File: config.mk
export PLATFORM = sky130hd
export DESIGN_NAME = countdown_timer_cla
export DESIGN_NICKNAME = d
export VERILOG_FILES = /design/src/rtl/countdown_timer_cla_pkg.sv /design/src/rtl/countdown_timer_cla_sub_by_one_cla.sv /design/src/rtl/countdown_timer_cla.sv
export SDC_FILE = /design/constraint.sdc
export NUM_CORES = 1
export LEC_CHECK = 0
export CORE_AREA = 4 4 41 43
export DETAILED_ROUTE_END_ITERATION = 6
export DIE_AREA = 0 0 45 47
export DONT_BUFFER_PORTS = 1
export GPL_TIMING_DRIVEN = 0
export PLACE_DENSITY_LB_ADDON = 0.1
export SETUP_SLACK_MARGIN = 0.02
export SLEW_MARGIN = 20
export SYNTH_ARGS = -nofsm -noshare
export SYNTH_HDL_FRONTEND = slang
export SYNTH_SLANG_ARGS = --single-unit
export TNS_END_PERCENT = 50
File: constraint.sdc
create_clock -name clk -period 1.9 [get_ports clk]
set_clock_uncertainty 0.05 [all_clocks]
set_input_delay 0.38 -clock clk [delete_from_list [all_inputs] [get_ports clk]]
set_output_delay 0.38 -clock clk [all_outputs]
set_load 0.02 [all_outputs]
File: src/rtl/countdown_timer_cla_pkg.sv
`default_nettype none
// ============================================================================
//  Module      : countdown_timer_cla_pkg
//  Description : Shared definitions for the countdown timer: FSM state
//                encodings and default parameter values.
//  Revision    : 1.0 - initial release
// ============================================================================
package countdown_timer_cla_pkg;

    // Default instance geometry
    localparam int unsigned c_DEFAULT_WIDTH    = 4;
    localparam int unsigned c_DEFAULT_PRESCALE = 4;

    // FSM state encodings (explicit 1-bit width)
    localparam logic [0:0] ST_IDLE = 1'b0;
    localparam logic [0:0] ST_RUN  = 1'b1;

endpackage
`default_nettype wire

File: src/rtl/countdown_timer_cla_sub_by_one_cla.sv
`default_nettype none
// ============================================================================
//  Module      : sub_by_one_cla
//  Description : Subtract-by-one implemented as a + {WIDTH{1'b1}} through a
//                flat carry-lookahead network. Carry-out is not produced.
//  Ports       : a    [WIDTH-1:0] in  - operand
//                diff [WIDTH-1:0] out - a - 1 (modulo 2^WIDTH)
//  Revision    : 1.0 - initial release
// ============================================================================
module sub_by_one_cla #(
    parameter int unsigned WIDTH = 4
) (
    input  logic [WIDTH-1:0] a,
    output logic [WIDTH-1:0] diff
);

    // With b = all ones: generate g[j] = a[j] & 1 = a[j],
    // propagate p[k] = a[k] ^ 1 = ~a[k], carry-in = 0.
    // c[i] = OR over j<i of ( g[j] & AND over j<k<i of p[k] ).
    function automatic logic f_carry(input logic [WIDTH-1:0] op, input int i);
        logic acc;
        logic term;
        acc = 1'b0;
        for (int j = 0; j < WIDTH; j++) begin
            if (j < i) begin
                term = op[j];
                for (int k = 0; k < WIDTH; k++) begin
                    if ((k > j) && (k < i)) begin
                        term = term & ~op[k];
                    end
                end
                acc = acc | term;
            end
        end
        return acc;
    endfunction

    for (genvar i = 0; i < WIDTH; i++) begin : g_bit
        if (i == 0) begin : g_lsb
            assign diff[i] = ~a[i];
        end else begin : g_upper
            // sum = a ^ b ^ c with b = 1
            assign diff[i] = ~a[i] ^ f_carry(a, i);
        end
    end

endmodule
`default_nettype wire

File: src/rtl/countdown_timer_cla.sv
`default_nettype none
// ============================================================================
//  Module      : countdown_timer_cla
//  Description : Loadable, startable down-counter with prescaler, one-cycle
//                terminal-count pulse and optional auto-reload. Decrement uses
//                the carry-lookahead subtract-by-one datapath.
//  Ports       : clk         in  - system clock (rising edge)
//                rstn        in  - asynchronous active-low reset
//                load        in  - load load_value into count and reload reg
//                load_value  in  - value captured on load
//                start       in  - begin counting (IDLE, count != 0)
//                stop        in  - pause counting, count held
//                auto_reload in  - reload at terminal count and keep running
//                count       out - current count (registered)
//                busy        out - high in RUN (registered)
//                done        out - one-cycle terminal-count pulse (registered)
//  Revision    : 1.0 - initial release
// ============================================================================
module countdown_timer_cla
    import countdown_timer_cla_pkg::*;
#(
    parameter int unsigned WIDTH    = c_DEFAULT_WIDTH,
    parameter int unsigned PRESCALE = c_DEFAULT_PRESCALE
) (
    input  logic             clk,
    input  logic             rstn,
    input  logic             load,
    input  logic [WIDTH-1:0] load_value,
    input  logic             start,
    input  logic             stop,
    input  logic             auto_reload,
    output logic [WIDTH-1:0] count,
    output logic             busy,
    output logic             done
);

    // Prescaler needs at least one bit even when PRESCALE == 1
    localparam int unsigned        c_PW        = (PRESCALE > 1) ? $clog2(PRESCALE) : 1;
    localparam logic [c_PW-1:0]    c_PRESC_MAX = c_PW'(PRESCALE - 1);
    localparam logic [WIDTH-1:0]   c_ONE       = WIDTH'(1);

    logic [0:0]       r_state, w_state_nxt;
    logic [WIDTH-1:0] r_count, w_count_nxt;
    logic [WIDTH-1:0] r_reload, w_reload_nxt;
    logic [c_PW-1:0]  r_presc, w_presc_nxt;
    logic             r_done, w_done_nxt;

    logic [WIDTH-1:0] w_dec;
    logic             w_tick;

    sub_by_one_cla #(
        .WIDTH (WIDTH)
    ) u_sub (
        .a    (r_count),
        .diff (w_dec)
    );

    assign w_tick = (r_state == ST_RUN) && (r_presc == c_PRESC_MAX);

    always_ff @(posedge clk or negedge rstn) begin
        if (!rstn) begin
            r_state  <= ST_IDLE;
            r_count  <= '0;
            r_reload <= '0;
            r_presc  <= '0;
            r_done   <= 1'b0;
        end else begin
            r_state  <= w_state_nxt;
            r_count  <= w_count_nxt;
            r_reload <= w_reload_nxt;
            r_presc  <= w_presc_nxt;
            r_done   <= w_done_nxt;
        end
    end

    // Command priority: load > stop > start > tick
    always_comb begin
        w_state_nxt  = r_state;
        w_count_nxt  = r_count;
        w_reload_nxt = r_reload;
        w_presc_nxt  = r_presc;
        w_done_nxt   = 1'b0;

        if (load) begin
            w_count_nxt  = load_value;
            w_reload_nxt = load_value;
            w_state_nxt  = ST_IDLE;
            w_presc_nxt  = '0;
        end else if (stop) begin
            // A stop in IDLE is a no-op but still masks a coincident start
            if (r_state == ST_RUN) begin
                w_state_nxt = ST_IDLE;
                w_presc_nxt = '0;
            end
        end else if (r_state == ST_IDLE) begin
            if (start && (r_count != '0)) begin
                w_state_nxt = ST_RUN;
                w_presc_nxt = '0;
            end
        end else begin
            if (w_tick) begin
                w_presc_nxt = '0;
                // RUN is only entered with a nonzero count, so the terminal
                // case is count == 1 and the decrement never wraps
                if (r_count != c_ONE) begin
                    w_count_nxt = w_dec;
                end else begin
                    w_done_nxt = 1'b1;
                    if (auto_reload && (r_reload != '0)) begin
                        w_count_nxt = r_reload;
                    end else begin
                        w_count_nxt = '0;
                        w_state_nxt = ST_IDLE;
                    end
                end
            end else begin
                w_presc_nxt = r_presc + c_PW'(1);
            end
        end
    end

    assign count = r_count;
    assign busy  = r_state[0];
    assign done  = r_done;

endmodule
`default_nettype wire

==> results of run 1 <==
==> per-stage QoR <==
stage          utilization, %  setup WS [ns]  instances
5_1_grt                  59.5        0.00113         93
4_1_cts                  59.2         0.0303         93
2_1_floorplan               -          0.252         71
3_5_place_dp             54.5         0.0136         86
6_report                 59.5          0.140         93
3_3_place_gp             54.5         0.0587         86
==> synth_stat cells, drive strengths merged <==
library cell / instances
mux2: 1
o21ai: 5
nand3: 1
a21o: 1
o22ai: 1
nor3b: 4
o31a: 1
ha: 4
nor3: 2
or2b: 1
a22o: 1
dfrtp: 12
a311oi: 1
o21bai: 1
inv: 5
o31ai: 1
clkbuf: 2
a31oi: 1
o41ai: 1
and3: 1
and4b: 1
nor2: 4
mux2i: 1
a21oi: 6
and3b: 1
nand3b: 2
or4b: 1
or3b: 2
nand2: 6
==> layout by cell type, fill, tap and decap left out, types with 2 or more instances in the layout <==
cell type | Yosys | final
a21oi_1 | 6 | 6
nand3b_1 | 2 | 2
nor3_1 | 2 | 2
nor3b_1 | 2 | 2
nand2_1 | 6 | 6
o21ai_0 | 5 | 5
clkbuf_1 | 2 | 2
buf_4 | 0 | 3
or3b_1 | 2 | 2
ha_1 | 4 | 3
inv_1 | 5 | 4
dfrtp_1 | 12 | 11
clkbuf_4 | 0 | 3
nor2_1 | 4 | 4
==> state kept, by name, indices dropped and copies added, names as in the netlist <==
| signal | cells |
|---|---|
| r_presc | 2 |
| done | 1 |
| busy | 1 |
| r_reload | 4 |
| count | 4 |
==> worst max-delay path by stage <==
stage	from	slack [ns]	cells after the start	end
after floorplan	count[1]	0.25	6	count[0]
after global placement	count[1]	0.06	6	count[0]
after detailed placement	count[1]	0.01	6	count[0]
after CTS	count[1]	0.03	6	count[1]
after global routing	count[0]	0.001	5	count[1]
final	count[0]	0.14	5	count[0]
==> per-layer routing <==
metal | part of all wire (%) | global-route usage, % | up-vias
met4 | 2.9 | 7.02 | 0
met3 | 8.0 | 5.36 | 12
met5 | 0 | 0 | -
met1 | 43 | 21.5 | 272
li1 | - | - | 277
met2 | 46 | 26.6 | 26
==> final cells by class <==
| cell class | count | area [µm²] |
|---|---|---|
| plain buffers | 2 | 7.51 |
| repair buffers | 4 | 32.5 |
| multi-input cells | 52 | 373 |
| flip-flops and latches | 12 | 302 |
| fillers | 138 | 527 |
| inverters | 5 | 18.8 |
| clock buffers | 3 | 22.5 |
| well taps | 15 | 18.8 |
==> worst register-to-register path, stage by stage, from the launching register on <==
cell	delay, ns
dfrtp_1	0.55
ha_2	0.29
nor3b_4	0.28
mux2i_1	0.11
o31a_1	0.29
o21ai_0	0.10
==> cell families (layout without fill, tap and decap cells) <==
logic type | after synthesis | in the layout
muxes | 2 | 2
and+or+nand+nor | 26 | 26
adders and majority gates | 4 | 4
buffers and inverters | 7 | 14
DFF | 12 | 12
AOI/OAI and AO/OA | 20 | 20
==> power groups by stage <==
stage / logic, µW / registers (µW) / clock network (µW)
floorplan: 56.0 / 305 / 0
global placement: 65.7 / 311 / 0
detailed placement: 66.6 / 312 / 0
CTS: 81.0 / 308 / 156
global route: 94.2 / 313 / 174
finish: 82.2 / 309 / 161
==> timing repair <==
action,CTS,global route
endpoints found under the hold margin,12,0
hold buffers,1,0
setup buffers,3,0
endpoints found under the setup margin,2,3
resized for setup,1,3
==> metrics.md, run 1 <==
| Metric | Value |
|---|---|
| CTS tree | done |
| Internal power | 386 µW |
| CP Launch Type | register |
| First-pass GRT wire length | 2590 µm |
| Worst-margin pin slew | 0.539 ns |
| Compound-Gate Fraction of Synth Area | 18.1% |
| CTS H-Tree Depth | 1 |
| Final setup violating endpoints | 0 |
| WP data required | 2.03 ns |
| Vias in the first global route | 573 |
| Mapped Avg Cell Area | 9.73 µm² |
| Pin count of the biggest net entering global routing | 13 |
| CP bufs+invs | 0 |
| Crit-path cells | ha_2, nor3b_4, mux2i_1, o31a_1, o21ai_0 |
| Final setup TNS | 0 ns |
| Iteration-0 DRC Markers | 27 |
| Fraction of layout cells with a size suffix above 1 | 15.4% |
| Mux contribution to synthesized area | 3.08% |
| Logic pwr share | 14.9% |
| Std-Cell Rows | 13 |
| # IOs | 16 |
| Synth warn | 0 |
| Remaining Overflow, GRT | 0 |
| Final worst path period share | 92.6% |
| Die width | 45 µm |
| XOR/XNOR share of the synthesized area | 0% |
| Post-DP HPWL | 1060 µm |
| VDD IR max | 0.464 mV |
| FF-to-FF End | count[0] |
| Sequential Power Share | 56.0% |
| Psw | 166 µW |
| Worst Path Arrival | 1.89 ns |
| Reg2Reg Setup Slack | 0.14 ns |
| Synthesized Nets | 85 |
| WL final | 1560 µm |
| Placed cell area | 709 µm² |
| Unrepaired setup endpoints after global routing | no |
| Ant diodes | 0 |
| Largest cells by area after synthesis | dfrtp_1 (43%), ha_1 (7.2%), a21oi_1 (4.3%), nor3b_2 (3.6%), o21ai_0 (3.6%) |
| Vias/cell | 6.31 |
| Clock sink count | 12 |
| Post-Synth Adder-Cell Area | 7.25% |
| WHS | 0.116 ns |
| Post-Syn Area | 691 µm² |
| Status | complete, no violations |
| Clock root buffer | clkbuf_4 |
| Core ar. | 1300 µm² |
| Area delta synth->final | 12.1% |
| WHS Path Cells | 1 |
| Slowest CP cell | dfrtp_1 |
| Cell Pwr Density | 713 nW/µm² |
| TritonCTS Buffers | 3 |
| Max cap viols | 0 |
| Drc violations | 0 |
| DR vias | 587 |
| Max Clk Rate | 568 MHz |
| Pins over their slew limit | 0 |
| Largest stage delay, worst path | 0.55 ns |
| Critical path endpoint category | register |
| Die area | 2120 µm² |
| Post-Synth Simple-Gate Area | 24.3% |
| Initial antenna violation count | 0 |
| Crit path time final | 1.76 ns |
| Clock transition at path regs | 0.08 ns |
| Total track usage | 16.9% |
| Clk network pwr share | 29.1% |
| #FFs+latches synth | 12 |
| Die Height | 47 µm |
| Synthesized instance count | 71 |
| Min-Delay Path Class | in2reg |
| Hold path endpoint | busy |
| Placer Congestion | 0.763 |
| Initial Util | 53.1% |
| R2R Path Start | count[0] |
| Crit path max-delay family | flip-flops |
| Longest Clk Path Bufs | 2 |
| Yosys cell types | 30 |
| Largest family of logic cells by synthesized area | simple AND/OR/NAND/NOR gates |
| Clk_lat worst skew | 0.27 ns |
| CP Max Fanout | 5 |
| Top-area cell type share of the netlist area | 43.5% |
| Yosys top cell by area | dfrtp_1 |
| Power Total | 552 µW |
| WL per Instance | 16.8 µm |
| Sequential element share of the synthesized area | 43.5% |
| Layout Nets | 94 |
| Switching share of power | 30.0% |
| Leak | 0.000346 µW |
| Crit Path Class | reg2reg |
| First-pass iteration count of the detailed router | 4 |
| Finished Cell Area | 774 µm² |
| Final Hold Vio Count | 0 |
| Slew HR | 64.0% |
| HP Start | stop |
| Antenna Nets Post-Route | 0 |
| Port Buffers | 0 |
| FF-to-FF path depth | 5 |
(Power assumes the default switching activity.)
==> run 2: changes to the inputs <==
PLACE_DENSITY_LB_ADDON = 0.3   (was 0.1)
SKIP_CTS_REPAIR_TIMING = 1   (was default)
==> run 2 against run 1 <==
Sequential share of layout area rose by 0.45 points. First-iteration DRC count fell by 48%. Core utilization fell by 0.67 points. Cell count fell by 2.2%. Flip-flop and latch count did not move. Wire length fell by 7.9%. Count of clock-buffer cells in the layout rose by 1. Clock power rose by 27%. Global-route usage fell by 1.7 points. Die area did not move. Worst hold slack got worse by 0.0040 ns. Non-clock buffer count fell by 3.
==> metrics.md, run 2 (synthesis results as in run 1) <==
| Metric | Value |
|---|---|
| Final Hold Vio Count | 0 |
| Die width | 45 µm |
| WL per Instance | 15.8 µm |
| Area delta synth->final | 10.9% |
| WHS | 0.112 ns |
| Die Height | 47 µm |
| CP Max Fanout | 6 |
| Critical path endpoint category | register |
| Leak | 0.000337 µW |
| Most frequent cells in the layout | dfrtp_1 (11), a21oi_1 (6), nand2_1 (6) |
| Placed cell area | 709 µm² |
| Finished Cell Area | 766 µm² |
| Drc violations | 0 |
| Post-DP HPWL | 1050 µm |
| Multi-input combinational cell area | 373 µm² |
| Vias/cell | 6.16 |
| Final setup violating endpoints | 0 |
| Pins over their slew limit | 0 |
| First-pass iteration count of the detailed router | 4 |
| CTS tree | done |
| Antenna Nets Post-Route | 0 |
| Worst-margin pin slew | 0.538 ns |
| CTS H-Tree Depth | 1 |
| Layout Nets | 91 |
| Unrepaired setup endpoints after global routing | no |
| Crit Path Class | reg2reg |
| Power Total | 586 µW |
| Core ar. | 1300 µm² |
| Crit path time final | 1.72 ns |
| Initial Util | 53.1% |
| Final worst path period share | 90.7% |
| VDD IR max | 0.565 mV |
| # IOs | 16 |
| Worst Path Arrival | 1.87 ns |
| Clk_lat worst skew | 0.28 ns |
| Total track usage | 15.1% |
| Storage cell area | 302 µm² |
| Longest Clk Path Bufs | 2 |
| Std-Cell Rows | 13 |
| First-pass GRT wire length | 2280 µm |
| Slew HR | 64.0% |
| Commonest non-fill, non-tap cell in the layout | dfrtp_1 |
| Max Clk Rate | 580 MHz |
| Max cap viols | 0 |
| Fraction of layout cells with a size suffix above 1 | 13.2% |
| Port Buffers | 0 |
| Initial antenna violation count | 0 |
| Min-Delay Path Class | in2reg |
| Placer Congestion | 0.756 |
| Vias in the first global route | 515 |
| Cell Pwr Density | 766 nW/µm² |
| Pin count of the biggest net entering global routing | 13 |
| Status | complete, no violations |
| Ant diodes | 0 |
| CP Launch Type | register |
| Clock transition at path regs | 0.07 ns |
| Iteration-0 DRC Markers | 14 |
| DR vias | 561 |
| Clock sink count | 12 |
| Remaining Overflow, GRT | 0 |
| Final setup TNS | 0 ns |
| Fillers | 119 |
| WP data required | 2.05 ns |
| Clock root buffer | clkbuf_4 |
| Die area | 2120 µm² |
| TritonCTS Buffers | 3 |
| WL final | 1440 µm |
## run 2: power breakdown
part | switching, µW | leakage, µW | internal (µW) | total, µW
sequential | 34.6 | 0.000151 | 273 | 307
clock | 86.7 | 0.0000210 | 117 | 204
combinational | 39.5 | 0.000165 | 36.1 | 75.6
## run 2: cell type report
cell class                      instances  share of cell area, %
Clock buffer                            4                   4.74
Buffer                                  2                  0.980
Inverter                                5                   2.45
Sequential cell                        12                   39.4
Tap cell                               15                   2.45
Multi-Input combinational cell         52                   48.7
Timing Repair Buffer                    1                   1.31
## run 2: final timing paths
kind	startpoint	end	slack, ns	cells after the start
max	count[0]	count[0]	0.18	5
min	stop	busy	0.11	1
max reg2reg	count[0]	count[0]	0.18	5
min reg2reg	r_reload[2]	r_reload[2]	0.50	1
max in group asynchronous	rstn	count[1]	0.95	1
min in group asynchronous	rstn	r_presc[1]	0.47	1
## run 2: worst max-delay path, stage by stage, from the launching register on
cell and delay [ns]:
dfrtp_1 0.53, ha_2 0.28, nor3b_4 0.30, mux2i_1 0.12, o31a_1 0.30, o21ai_0 0.08
## run 2: per-stage QoR
stage,worst slack [ns],instances,util [%]
floorplan,0.252,71,-
global placement,0.0490,86,54.5
detailed placement,0.0428,86,54.5
CTS,0.0191,90,57.3
global route,0.0565,91,58.8
finish,0.176,91,58.8
## run 2: routing by layer
metal | global-route usage (%) | vias to the layer above | part of all wire [%]
met4 | 7.60 | 0 | 1.5
met5 | 0 | - | 0
met2 | 23.7 | 18 | 45
li1 | - | 273 | -
met3 | 8.05 | 4 | 7.6
met1 | 16.8 | 266 | 45
